--- config.mk ---
export PLATFORM = sky130hd
export DESIGN_NAME = i2c_reg_access
export DESIGN_NICKNAME = d
export VERILOG_FILES = /design/src/rtl/i2c_reg_access.sv
export SDC_FILE = /design/constraint.sdc
export NUM_CORES = 1
export LEC_CHECK = 0
export BUFFER_PORTS_ARGS = -buffer_cell sky130_fd_sc_hd__buf_4
export CORE_MARGIN = 4
export CORE_UTILIZATION = 40
export CTS_CLUSTER_SIZE = 14
export DETAILED_ROUTE_END_ITERATION = 7
export HOLD_SLACK_MARGIN = 0.06
export PLACE_DENSITY_LB_ADDON = 0.08
export SLEW_MARGIN = 30
export SYNTH_ARGS = -nofsm -noshare
export SYNTH_HDL_FRONTEND = slang
export SYNTH_SLANG_ARGS = --single-unit
--- constraint.sdc ---
create_clock -name clk -period 2.6 [get_ports clk]
set_input_delay 0.13 -clock clk [delete_from_list [all_inputs] [get_ports clk]]
set_output_delay 0.13 -clock clk [all_outputs]
set_load 0.03 [all_outputs]
--- src/rtl/i2c_reg_access.sv ---
// i2c_reg_access: turns I2C byte-engine events into registerInterface addr/dataIn/writeEn
// accesses with an auto-incrementing register pointer, and feeds read data back as tx_data.
// Latency: write strobe 1 clk after the data byte; tx_valid RD_LATENCY+1 clks after read entry.
// Backpressure: none; the engine paces via rx_valid/tx_req pulses. Define I2C_REG_ACCESS_WDT_EN
// to build the idle watchdog that returns a stuck transfer to IDLE after TIMEOUT_CYC clks.
module i2c_reg_access #(
  parameter logic [6:0]  DEV_ADDR    = 7'h3C,
  parameter int unsigned RD_LATENCY  = 1,
  parameter logic [19:0] TIMEOUT_CYC = 20'd1000000
) (
  input  logic       clk,
  input  logic       reset,
  input  logic       start_det,
  input  logic       stop_det,
  input  logic       rx_valid,
  input  logic [7:0] rx_data,
  input  logic       tx_req,
  output logic       ack_out,
  output logic [7:0] tx_data,
  output logic       tx_valid,
  output logic [7:0] addr,
  output logic [7:0] dataIn,
  output logic       writeEn,
  input  logic [7:0] dataOut
);

  typedef enum logic [2:0] {
    IDLE   = 3'd0,
    DEVADR = 3'd1,
    REGPTR = 3'd2,
    WRDATA = 3'd3,
    RDWAIT = 3'd4,
    RDDATA = 3'd5,
    IGNORE = 3'd6
  } state_t;

  // Wait-counter reload value for the registerInterface read latency.
  localparam logic [7:0] RD_LAT_LD = 8'(RD_LATENCY);

  state_t     state, state_n;
  logic [7:0] ptr, ptr_n;
  logic [7:0] cnt, cnt_n;
  logic       ack_n;
  logic [7:0] tx_data_n;
  logic       tx_valid_n;
  logic [7:0] data_in_n;
  logic       write_en_n;
  logic       wdt_expired;

  // The register bus always addresses the current pointer.
  assign addr = ptr;

`ifdef I2C_REG_ACCESS_WDT_EN
  logic [19:0] wdt_cnt;
  logic        any_pulse;

  assign any_pulse   = start_det | stop_det | rx_valid | tx_req;
  assign wdt_expired = (wdt_cnt == TIMEOUT_CYC);

  // Watchdog: counts quiet cycles while a transfer is open, cleared by any engine event.
  always_ff @(posedge clk or posedge reset) begin
    if (reset) begin
      wdt_cnt <= '0;
    end else if (any_pulse || (state == IDLE)) begin
      wdt_cnt <= '0;
    end else if (!wdt_expired) begin
      wdt_cnt <= wdt_cnt + 20'd1;
    end
  end
`else
  logic unused_timeout;

  // Without the watchdog a transfer only ends on start_det, stop_det or reset.
  assign wdt_expired    = 1'b0;
  assign unused_timeout = ^TIMEOUT_CYC;
`endif

  // State, pointer and registered outputs.
  always_ff @(posedge clk or posedge reset) begin
    if (reset) begin
      state    <= IDLE;
      ptr      <= 8'h00;
      cnt      <= 8'h00;
      ack_out  <= 1'b0;
      tx_data  <= 8'h00;
      tx_valid <= 1'b0;
      dataIn   <= 8'h00;
      writeEn  <= 1'b0;
    end else begin
      state    <= state_n;
      ptr      <= ptr_n;
      cnt      <= cnt_n;
      ack_out  <= ack_n;
      tx_data  <= tx_data_n;
      tx_valid <= tx_valid_n;
      dataIn   <= data_in_n;
      writeEn  <= write_en_n;
    end
  end

  // Next-state and next-output decode; bus events are prioritised start > stop > watchdog > data.
  always_comb begin
    state_n    = state;
    ptr_n      = ptr;
    cnt_n      = cnt;
    ack_n      = ack_out;
    tx_data_n  = tx_data;
    tx_valid_n = tx_valid;
    data_in_n  = dataIn;
    write_en_n = 1'b0;

    // The write strobe has just been presented at the old pointer; step to the next register.
    if (writeEn) begin
      ptr_n = ptr + 8'd1;
    end

    if (start_det) begin
      state_n    = DEVADR;
      tx_valid_n = 1'b0;
    end else if (stop_det) begin
      state_n    = IDLE;
      tx_valid_n = 1'b0;
    end else if (wdt_expired) begin
      state_n    = IDLE;
      tx_valid_n = 1'b0;
      ack_n      = 1'b0;
    end else begin
      unique case (state)
        DEVADR: begin
          if (rx_valid) begin
            if (rx_data[7:1] != DEV_ADDR) begin
              ack_n   = 1'b0;
              state_n = IGNORE;
            end else if (rx_data[0]) begin
              ack_n   = 1'b1;
              cnt_n   = RD_LAT_LD;
              state_n = RDWAIT;
            end else begin
              ack_n   = 1'b1;
              state_n = REGPTR;
            end
          end
        end

        REGPTR: begin
          if (rx_valid) begin
            ptr_n   = rx_data;
            ack_n   = 1'b1;
            state_n = WRDATA;
          end
        end

        WRDATA: begin
          if (rx_valid) begin
            data_in_n  = rx_data;
            write_en_n = 1'b1;
            ack_n      = 1'b1;
          end
        end

        RDWAIT: begin
          if (rx_valid) begin
            ack_n = 1'b0;
          end
          // dataOut for the current pointer is valid once the counter has drained.
          if (cnt == 8'h00) begin
            tx_data_n  = dataOut;
            tx_valid_n = 1'b1;
            state_n    = RDDATA;
          end else begin
            cnt_n = cnt - 8'd1;
          end
        end

        RDDATA: begin
          if (rx_valid) begin
            ack_n = 1'b0;
          end
          if (tx_req) begin
            tx_valid_n = 1'b0;
            ptr_n      = ptr + 8'd1;
            cnt_n      = RD_LAT_LD;
            state_n    = RDWAIT;
          end
        end

        IDLE, IGNORE: begin
          if (rx_valid) begin
            ack_n = 1'b0;
          end
        end

        default: begin
          state_n = IDLE;
        end
      endcase
    end
  end

endmodule

==> impl_metrics.ini, run 1 <==
[clock_network]
clk_pin_slew_ns = 0.08
cts_buffers = 5
cts_resized = 0
root_buffer = clkbuf_8
clockBufferDepth = 2
h-tree-depth = 2
cts_tree = built
cts_sinks = 38
clock_latency_ns = 0.29

[sta]
hold_viol = 0
report.final.slew_viol_count = 0
relSlewSlack_pct = 56.1
tns_ns = 0
fin_hold_ws_ns = 0.0667
setup_viol = 0
fin_crit_ns = 2.06
fin_skew_ns = 0.0100
tightest_slew_ns = 0.658
finalCritPeriodShare_pct = 79.1
timing.fmax_ghz = 0.486
rsz0062_at_grt = no

[final_layout]
fillers = 525
multi_input_area_um2 = 1230
ff_latch_area_um2 = 951
final_cells = 352
nNetsFinal = 304
final_common_cell = buf_4
utilization_pct = 52.3
drive_gt1_share_pct = 30.7
area_growth_pct = 27.2
insertedDiodeCount = 0
final_cell_mix = 52 x buf_4, 38 x dfrtp_1, 15 x mux2_2

[global_routing]
grt_pass1_wl_um = 9450
antenna_found_initial = 0
grt_pass1_vias = 1910
grt_max_degree = 39
grt_overflow = 0
grt_usage_pct = 16.6

[synthesis]
yosys_warnings = 0
synth_adder_area_share_pct = 1.67
syn_inst = 228
synth_edf_count = 0
synth_top_family_by_area = compound AO/OA/AOI/OAI gates
async_flop_share_pct = 100
ys_seq_elements = 38
yosysSeqAreaShare_pct = 42.3
synth_compound_area_share_pct = 20.1
avgSynthCellArea_um2 = 9.87
synth_mux_area_share_pct = 10.7
synth_ff_type = dfrtp_1
syn_nets = 253
synth_xor_area_share_pct = 3.11
synth-simple-area-share_pct = 18.9
synth_top_area_share_pct = 42.3
synthDistinctLibCells = 59
synth_top_area_cell = dfrtp_1
synth_area_leaders = dfrtp_1 42%, mux2_2 7.5%, o21ai_0 2.9%
netlist_area_um2 = 2250

[setup_path]
reg2reg_from = state[1]$_DFFE_PP0P_
arrival_ns = 2.27
worstPathRequired_ns = 2.81
end_kind = flip-flop
critical_path_peak_fanout = 13
critPathLaunchType = flip-flop
reg2reg_slack_ns = 0.54
reg2reg_depth = 4
rr_endpoint = cnt[1]$_DFFE_PP0P_
crit_type = flip-flop to flip-flop

[place]
gp_congestion = 0.828
dpl.cell_count = 340
hpwl_um = 4130
port-buffer-count = 48

[route]
routed_via_density = 5.66
wl_per_cell_um = 16.0
wirelength_um = 5620
drc = 0
antenna_left = 0
drtIter0Drc = 154
drtPass1Iterations = 4
dr_total_vias = 1992

[power]
vdd_ir_drop_max_uv = 455
p_per_area_nw_per_um2 = 837
power.leakage_nw = 1.25

[floorplanning]
start_util_pct = 41.1
ioPinCount = 49
die_x_um = 83.0
core_um2 = 5470
design.die.area_um2 = 6890
rows = 27
die_height_um = 83.0

[min_path]
min_to = tx_data[2]$_DFFE_PP0P_
holdPathStages = 2
holdCritStartpoint = dataOut[2]
hp-class = primary input to flip-flop

[flow_run]
drv_cap = 0

[outcome]
status = finished, final reports clean
layout make-up:
class / count / share of cell area [%]
repair buffers: 56 / 15.0
multi-input cells: 171 / 42.9
flip-flops and latches: 38 / 33.2
clock buffers: 5 / 2.40
well taps: 72 / 3.15
clock inverters: 3 / 2.40
inverters: 7 / 0.918
synth_stat cells (all sizes together) (2+ instances only):
library cell,number
clkbuf,10
a21o,2
o21ai,15
a2bb2oi,2
or4,2
nand4,4
a21boi,2
nand2,15
a21oi,4
xnor2,4
o21a,3
or3b,2
mux2i,5
xor2,4
o22ai,5
nor4,5
o31a,3
a31o,2
nor3,6
inv,7
nand2b,7
o2bb2ai,3
o221ai,3
nand3,6
a31oi,6
o31ai,2
nor2,14
or3,4
buf,2
mux2,17
nor3b,4
ha,3
nand3b,3
dfrtp,38
flip-flops by register name, indices dropped and copies added, names as in the netlist:
register and count:
cnt 8, tx_data 8, tx_valid 1, dataIn 8, ack_out 1, state 3, addr 8, writeEn 1
routing by layer:
metal  up-vias  global-route usage (%)  wire length (µm)  part of all wire [%]
met4         0                    4.01                25                  0.44
li1        957                       -                 -                     -
met3         2                    3.77               292                   5.2
met5         -                       0                 0                     0
met1       975                    23.6              2710                    48
met2        58                    25.6              2600                    46
worst max-delay path: stages, from the launching register on:
cell	delay, ns
dfrtp_1	0.50
or3_4	0.47
or4_4	0.58
o2bb2a_4	0.25
mux2i_1	0.19
metrics by stage:
step | area (µm²) | setup slack [ns] | total power [W]
3_3_place_gp | 2680 | 0.602 | 0.00179
5_1_grt | 2860 | 0.471 | 0.00254
6_report | 2860 | 0.543 | 0.00239
2_1_floorplan | 2250 | 0.762 | 0.00149
3_5_place_dp | 2680 | 0.569 | 0.00180
4_1_cts | 2860 | 0.542 | 0.00241
worst max path at each step:
stage                                     to  cells after the start  slack [ns]                  from
final                     cnt[1]$_DFFE_PP0P_                      4        0.54  state[1]$_DFFE_PP0P_
after global routing       addr[6]$_DFF_PP0_                      4        0.47  state[2]$_DFFE_PP0P_
after CTS                 cnt[1]$_DFFE_PP0P_                      4        0.54  state[1]$_DFFE_PP0P_
after detailed placement  cnt[3]$_DFFE_PP0P_                      4        0.57  state[1]$_DFFE_PP0P_
after global placement    cnt[3]$_DFFE_PP0P_                      4        0.60  state[1]$_DFFE_PP0P_
after floorplan            addr[7]$_DFF_PP0_                      5        0.76     addr[2]$_DFF_PP0_
repair_timing:
action,4_1_cts,5_1_grt
hold endpoints to repair,41,0
endpoints found under the setup margin,0,0
hold buffers,4,0
setup buffers,0,0
power breakdown:
| group | switching [W] | internal, W |
|---|---|---|
| registers | 0.000177 | 0.000710 |
| logic | 0.000500 | 0.000403 |
| clock network | 0.000220 | 0.000385 |
| total | 0.000896 | 0.00150 |
cell families (layout without fill, tap and decap cells):
group                    count (synthesis)  after routing
flip-flops                              38             38
adder cells (fa/ha/maj)                  3              3
buffers and inverters                   19             71
AO/OA/AOI/OAI                           63             63
XOR/XNOR                                 8              8
multiplexers                            22             22
AND/OR/NAND/NOR                         75             75
Note: power is estimated with default switching activity, not from simulation.
==> inputs of run 2 (changes only) <==
Settings changed: ABC_AREA set to 1.
Clock period 2.6 ns to 2.1 ns, I/O delays scaled along.
==> run 2 against run 1 <==
  * Critical path depth rose by 6
  * Global-route usage rose by 0.36 points
  * Synthesized cell count rose by 50%
  * Combinational power rose by 83%
  * Cell area rose by 5.6%
  * Setup slack got worse by 0.18 ns
  * Utilization rose by 0.98 points
  * Register-to-register slack got worse by 0.18 ns
==> impl_metrics.ini, run 2 <==
[synthesis]
synthDistinctLibCells = 30
syn_inst = 341
syn_nets = 366
synth_edf_count = 0
avgSynthCellArea_um2 = 7.06
yosys_warnings = 0
async_flop_share_pct = 100
synth_top_area_cell = dfrtp_1
netlist_area_um2 = 2410
synth_area_leaders = dfrtp_1 40%, nand2_1 18%, nand3_1 5.4%
synth_common_cells = 117 x nand2_1, 38 x dfrtp_1, 34 x inv_1
ys_seq_elements = 38
synth_top_area_share_pct = 39.5
yosysMostFrequentCell = nand2_1
synth_ff_type = dfrtp_1
yosysSeqAreaShare_pct = 39.5

[setup_path]
end_kind = flip-flop
reg2reg_slack_ns = 0.36
critPathLaunchType = flip-flop
slowest_stage = dfrtp_1
rr_endpoint = cnt[2]$_DFFE_PP0P_
reg2reg_from = state[1]$_DFFE_PP0P_
crit_start = state[1]$_DFFE_PP0P_
reg2reg_depth = 10
critical_path_peak_fanout = 13
crit_type = flip-flop to flip-flop
crit_chain = inv_2 > nand2_2 > nor2_4 > inv_2 > nor2_1 > nor2_1 > nor2_4 > inv_1 > nand2_1 > nand2_1
worstPathRequired_ns = 2.28
arrival_ns = 1.92
max_stage_delay_ns = 0.47

[floorplanning]
start_util_pct = 42.4
rows = 27
ioPinCount = 49
die_x_um = 85.6
core_um2 = 5680
die_height_um = 85.6
design.die.area_um2 = 7320

[global_routing]
grt_max_degree = 39
grt_use_met2_pct = 29.7
antenna_found_initial = 0
grt_pass1_vias = 2192
grt_overflow = 0
grt_pass1_wl_um = 10100
use_met1_pct = 21.4
busiest_layer = met2
grtUsageMet3_pct = 3.46
grt_usage_pct = 16.9

[clock_network]
cts_sinks = 38
cts_resized = 0
clock_latency_ns = 0.29
clockBufferDepth = 2
cts_buffers = 5
h-tree-depth = 2
post_cts_buffers = 0
clk_pin_slew_ns = 0.08
root_buffer = clkbuf_8
cts_tree = built

[sta]
fin_skew_ns = 0.00356
finalCritPeriodShare_pct = 82.8
layout_setup_ws_ns = 0.361
hold_viol = 0
tightest_slew_ns = 0.495
report.final.slew_viol_count = 0
rsz0062_at_grt = no
timing.fmax_ghz = 0.575
tns_ns = 0
setup_viol = 0
fin_crit_ns = 1.74
relSlewSlack_pct = 67.0

[route]
wirelength_um = 5970
drtIter0Drc = 133
drc = 0
wl_per_cell_um = 12.6
dr_total_vias = 2317
drtPass1Iterations = 4
routed_via_density = 4.88
antenna_left = 0

[place]
gp_congestion = 0.779
dpl.cell_count = 458
port-buffer-count = 48
place_ws_ns = 0.372
hpwl_um = 4380

[final_layout]
drive_gt1_share_pct = 21.3
nNetsFinal = 427
final_cells = 475
insertedDiodeCount = 0
area_growth_pct = 25.6
final_common_cell = nand2_1
final_cell_mix = 117 x nand2_1, 52 x buf_4, 38 x dfrtp_1

[min_path]
holdCritStartpoint = start_det
min_to = state[0]$_DFFE_PP0P_
hp-class = primary input to flip-flop
holdPathStages = 3

[power]
p_per_area_nw_per_um2 = 1100
vdd_ir_drop_max_uv = 501
power.leakage_nw = 1.64

[flow_run]
drv_cap = 0

[outcome]
status = finished, final reports clean
-- run 2: cell count changes in the layout (fill, tap and decap cells not counted), moves of 7 or more --
cell | before | now
a21oi_1 | 3 | 12
inv_1 | 7 | 34
nand2b_1 | 7 | 0
o21ai_0 | 13 | 23
nand3_1 | 6 | 26
nand2_1 | 14 | 117
mux2_2 | 15 | 7
nor2_1 | 13 | 29
-- run 2: per-layer routing --
layer,vias to the layer above,share of wire (%)
li1,1211,-
met1,1046,46
met2,58,49
met3,2,5.2
met4,0,0.23
met5,-,0
-- run 2: kinds of logic (layout without fill, tap and decap cells) --
logic type,count (synthesis),count (layout),synth area share [%]
and+or+nand+nor,188,188,33.1
AOI/OAI and AO/OA,51,51,12.0
buffers and inverters,47,109,7.90
DFF,38,38,39.5
muxes,8,8,3.74
xor gates and xnor gates,6,6,2.18
adders and majority gates,3,3,1.56
-- run 2: layout make-up --
type	count	area (µm²)
fillers	576	2650
multi-input cells	256	1260
flip-flops and latches	38	951
repair buffers	61	480
inverters	40	150
well taps	72	90.1
clock buffers	6	72.6
clock inverters	2	13.8
-- run 2: how the worst max path moves through the flow --
| stage | cells past startpoint | to | slack (ns) |
|---|---|---|---|
| after floorplan | 10 | addr[4]$_DFF_PP0_ | 0.43 |
| final | 10 | cnt[2]$_DFFE_PP0P_ | 0.36 |
| after CTS | 10 | cnt[2]$_DFFE_PP0P_ | 0.37 |
| after global placement | 6 | tx_data[0]$_DFFE_PP0P_ | 0.40 |
| after global routing | 10 | addr[4]$_DFF_PP0_ | 0.13 |
| after detailed placement | 10 | cnt[2]$_DFFE_PP0P_ | 0.37 |
-- run 2: critical path, delay by kind of cell (launching register included) --
family | cells | cell delay (ns)
flops | 1 | 0.47
buf+inv | 3 | 0.33
simple gates | 7 | 0.84
-- run 2: metrics by stage --
step / instance area [µm²] / hold slack, ns / utilization [%] / power (W)
CTS: 3020 / 0.105 / 53.3 / 0.00337
global route: 3020 / 0.117 / 53.3 / 0.00364
global placement: 2850 / 0.263 / 50.2 / 0.00282
floorplan: 2410 / 0.237 / - / 0.00233
detailed placement: 2850 / 0.265 / 50.2 / 0.00284
finish: 3020 / 0.112 / 53.3 / 0.00333
-- run 2: power breakdown --
| group | internal (W) | switching (W) | total, W |
|---|---|---|---|
| Sequential | 0.000957 | 0.000222 | 0.00118 |
| Clock | 0.000234 | 0.000266 | 0.000500 |
| Combinational | 0.000633 | 0.00102 | 0.00165 |
| Total | 0.00182 | 0.00151 | 0.00333 |
-- run 2: what timing repair did --
item,CTS,global route
hold buffers,9,0
endpoints found under the hold margin,46,0
endpoints found under the setup margin,0,0
